[config.mk]
export PLATFORM = sky130hd
export DESIGN_NAME = fp32_scale_stim_gen
export DESIGN_NICKNAME = d
export VERILOG_FILES = /design/src/rtl/fp32_scale_stim_gen.sv
export SDC_FILE = /design/constraint.sdc
export NUM_CORES = 1
export LEC_CHECK = 0
export ABC_CLOCK_PERIOD_IN_PS = 2700
export CAP_MARGIN = 20
export CELL_PAD_IN_SITES_DETAIL_PLACEMENT = 0
export CELL_PAD_IN_SITES_GLOBAL_PLACEMENT = 1
export CORE_MARGIN = 8
export CORE_UTILIZATION = 30
export DETAILED_ROUTE_END_ITERATION = 6
export PLACE_DENSITY_LB_ADDON = 0.1
export SLEW_MARGIN = 30
export SYNTH_ARGS = -nofsm -noshare
export SYNTH_HDL_FRONTEND = slang
export SYNTH_SLANG_ARGS = --single-unit
export TNS_END_PERCENT = 100
[constraint.sdc]
create_clock -name clk -period 2.7 [get_ports clk]
set_input_delay 0.675 -clock clk [delete_from_list [all_inputs] [get_ports clk]]
set_output_delay 0.675 -clock clk [all_outputs]
set_load 0.005 [all_outputs]
[src/rtl/fp32_scale_stim_gen.sv]
// FP32 stimulus source for the MXINT8 converter: Galois LFSR words with
// forced exponent/mantissa corner cases (carry, tie, saturation, NaN, zero).
module fp32_scale_stim_gen #(
    parameter logic [31:0] SEED = 32'hACE1_2468
) (
    input  logic        clk,
    input  logic        rst,
    input  logic        en,
    input  logic        sign_i,
    input  logic        carry_i,
    input  logic        tie_i,
    input  logic        ovf_i,
    input  logic        scale_ovf_i,
    input  logic        nan_i,
    input  logic        zero_i,
    input  logic        subnorm_i,
    output logic [31:0] f,
    output logic        valid_o
);

    localparam logic [31:0] SEED_NZ = (SEED == 32'h0) ? 32'h1 : SEED;
    localparam logic [31:0] TAPS    = 32'h8020_0003;

    logic [31:0] lfsr;
    logic [31:0] r;
    logic [7:0]  exp_n;
    logic [22:0] man_n;

    always_comb begin
        r = {1'b0, lfsr[31:1]};
        if (lfsr[0])
            r = r ^ TAPS;
    end

    always_comb begin
        exp_n = r[30:23];
        if (nan_i)
            exp_n = 8'hFF;
        else if (subnorm_i)
            exp_n = 8'h00;
        else if (scale_ovf_i)
            exp_n = 8'hFE;
        else if (r[30:23] == 8'h00)
            exp_n = 8'h01;
        else if (r[30:23] == 8'hFF)
            exp_n = 8'hFE;
    end

    // Mantissa overrides target the rounding point at bit 16
    always_comb begin
        man_n = r[22:0];
        if (zero_i) begin
            man_n = 23'h0;
        end else if (ovf_i || scale_ovf_i) begin
            man_n[22:16] = 7'h7F;
            man_n[0]     = 1'b1;
        end else if (carry_i) begin
            man_n[22] = 1'b0;
            man_n[17] = 1'b1;
            man_n[16] = 1'b1;
            man_n[0]  = 1'b1;
        end else if (tie_i) begin
            man_n[16]   = 1'b1;
            man_n[15:0] = 16'h0;
        end
    end

    always_ff @(posedge clk or posedge rst) begin
        if (rst) begin
            lfsr    <= SEED_NZ;
            f       <= 32'h0;
            valid_o <= 1'b0;
        end else begin
            valid_o <= en;
            if (en) begin
                lfsr <= r;
                f    <= {sign_i, exp_n, man_n};
            end
        end
    end

endmodule

# == Yosys cells after proc, flatten, opt, wreduce, memory -nomap -nowiden ==
# Cells that the tools add are included.
# word_totals
reg_bits,65
in_bits,11
out_inout_bits,33
wordCells,25
# classes
n_eq_ne,1
muxes,18
n_bitwise,1
reduce_logical,2
# ops
op,count
8-bit 2-to-1 mux,5
32-bit 2-to-1 mux,1
15-bit 2-to-1 mux,2
23-bit 2-to-1 mux,1
17-bit 2-to-1 mux,1
8-bit == test (second input constant),1
8-bit logical NOT,1
1-bit 2-to-1 mux,6
4-bit 2-to-1 mux,1
3-bit inverter with 4-bit output,1
2-bit 2-to-1 mux,1
1-bit logical OR,1

# == Logic depth before layout (Yosys ltp) ==
# depth
depth_word,8
depth_mapped,5
ltp_nobuf,3

# == Worst setup path before layout ==
# OpenSTA, ideal clock, no wires.
# synth_timing
path_kind,input -> register
start,input en
end,register f[0]
setup_time_ns,0.066
t_arrival_ns,1.569
required_ns,2.634
setup_slack_ns,1.065
stages,5
cell_sequence,buf_2 nand2b_1 a21oi_1 buf_4 a22o_1
# synth_rtl
element,line,text
"start, declared",8,"input logic en,"
"end signal, assigned",77,"f <= {sign_i, exp_n, man_n};"
"end, declared",17,"output logic [31:0] f,"

# == Worst setup path after layout ==
# layout_timing
start,register f[22]
end,output f[22]
# No word-level cell between the ends.

==> metrics.txt <==
Ys Warns 0; total of max-cap violations 0; minimum clock period 1.91 ns; CP max stage delay 0.53 ns; most frequent cells in the layout dfrtp_1 (52), clkdlybuf4s50_1 (42), mux2_2 (30); final hold vios 0; syn nets 200; DRC 0; Die W 109 um; Hold Path Origin f[19]; wire per inst 15.5 um; Unique masters post-synth 27; Core Box Area 8260 sq um; GRT Util Overall 9.99%; PD cells 962 nW/um^2; Leak 0.00139 uW; WS Path Type flop to output pin; Syn-to-layout area delta 29.1%; crit path launch type flop; Fillers 820; Worst Tran Pin Value 0.849 ns; post-CTS sizing 0; die height 109 um; Power Total 3190 uW; crit-path leading delay family buffers and inverters; VDD IR max 0.000306 V; Vias per Instance 4.66; I/O pin cnt 44; first-pass GRT wire length 9180 um; WP data arrival 1.23 ns; ANT nets after route 0; DR iter-0 viols 31; RR Startpoint lfsr[28]; largest net degree at the start of global routing 36; CTS Buf Count 9; CP Max Fanout 2; Remaining Overflow, GRT 0; period utilization 70.6%; final hold slack 0.482 ns; Clock Skew 0.00733 ns; Cells after Synth 189; area of the mapped netlist 2570 sq um; Main synth FF type dfrtp_1; Fmax 524 MHz; placed wire-length estimate 3690 um; Synth area leader dfrtp_1; Slew Viols, Final 0; crit path capture type output pin; Hold Buf Count CTS 0; Worst Setup SP f[22]; Final GP Congestion 0.710; Worst-path clk slew 0.07 ns; layout cells sized above 1 28.8%; Finish-stage setup viols 0; DRT Pass-1 Iters 4; CTS tree done; crit path cell chain clkdlybuf4s50_1; most common cell after layout, fill and taps aside dfrtp_1; PortBufs 43; Seq cells post-synth 65; Clock Sinks 65; Final #Nets 249; via count 1,621; CP required 2.03 ns; status complete, no violations; sequential share of the synthesized area 63.9%; TNS Setup 0 ns; Synth async-reset ratio 100%; post-CTS setup repair buffer count 0; final wirelength 5400 um; Antenna Cells 0; starting density of the core 31.1%; Slew headroom 43.3%; CTS root buf clkbuf_8; Synth area leaders dfrtp_1 (51%), dfstp_2 (13%), mux2_2 (13%), a22o_1 (5.5%), a21oi_1 (2.1%); Mapped Avg Cell Area 13.6 sq um; vias in the first global route 1,742; Post-Place Cells 332; Placement Rows 33; Worst Hold Class flop to flop; initial antenna violation count 0; RSZ-0062 raised after global routing no; H-tree levels 3; Die ar. 11,800 sq um; clk_lat worst skew 0.33 ns; WP buf/inv 1; clk buf depth 2; Finished Layout Cells 348; Yosys top cell area share 50.6%; Post-synth EDFFs 0; CP max stage cell clkdlybuf4s50_1
==> layer usage <==
metal | track usage, % | part of all wire, %
met2 | 15.0 | 47
met4 | 5.28 | 1.5
met5 | 0 | 0
met1 | 12.6 | 46
met3 | 3.15 | 5.4
==> logic make-up (layout without fill, tap and decap cells) <==
kind of cell / count (synthesis) / after routing / synth area share (%)
xor+xnor: 4 / 4 / 1.36
mux: 30 / 30 / 13.1
buf+inv: 15 / 69 / 2.63
simple gates: 28 / 28 / 5.16
flops: 65 / 65 / 63.9
compound gates: 47 / 47 / 13.8
==> area by class of cell <==
class / count / area [sq um] / share of cell area [%]
clock buffers: 9 / 124 / 3.73
clock inverters: 7 / 71.3 / 2.15
inverters: 3 / 11.3 / 0.339
multi-input cells: 109 / 861 / 25.9
flip-flops and latches: 65 / 1640 / 49.5
well taps: 105 / 131 / 3.96
repair buffers: 50 / 478 / 14.4
==> stage by stage <==
stage	worst slack (ns)	cell area [sq um]	utilization [%]
2_1_floorplan	0.420	2570	-
3_3_place_gp	0.497	3120	37.8
3_5_place_dp	0.507	3120	37.8
4_1_cts	0.770	3320	40.2
5_1_grt	0.735	3320	40.2
6_report	0.793	3320	40.2
==> cells in the mapped netlist, types with 2 or more instances <==
cell type,instances
o21bai_1,7
a21o_1,7
nor2_1,11
buf_2,6
inv_1,3
a22o_1,16
a211oi_1,2
xnor2_1,4
mux2_2,30
nor3_1,8
nand2_1,2
nand2b_1,2
clkbuf_1,4
dfrtp_1,52
dfstp_2,13
a21oi_1,11
==> final timing paths <==
| kind | to | slack, ns | cells after the start |
|---|---|---|---|
| setup / recovery | f[22] | 0.79 | 1 |
| hold / removal | f[19] | 0.48 | 1 |
| setup reg to reg | f[23] | 1.21 | 3 |
| hold reg to reg | f[19] | 0.48 | 1 |
| max in group asynchronous | lfsr[13] | 1.59 | 3 |
| min in group asynchronous | lfsr[28] | 0.74 | 3 |
==> registers in the layout, summed over array words and instances (netlist names) <==
name and flops:
f 32, lfsr 32, valid_o 1
==> where the power goes <==
part | leakage [uW] | internal, uW | switching (uW)
Combinational | 0.000544 | 480 | 237
Sequential | 0.000757 | 1390 | 278
Clock | 0.0000912 | 424 | 385
Total | 0.00139 | 2290 | 901
Power figures use the tool's default switching activity.
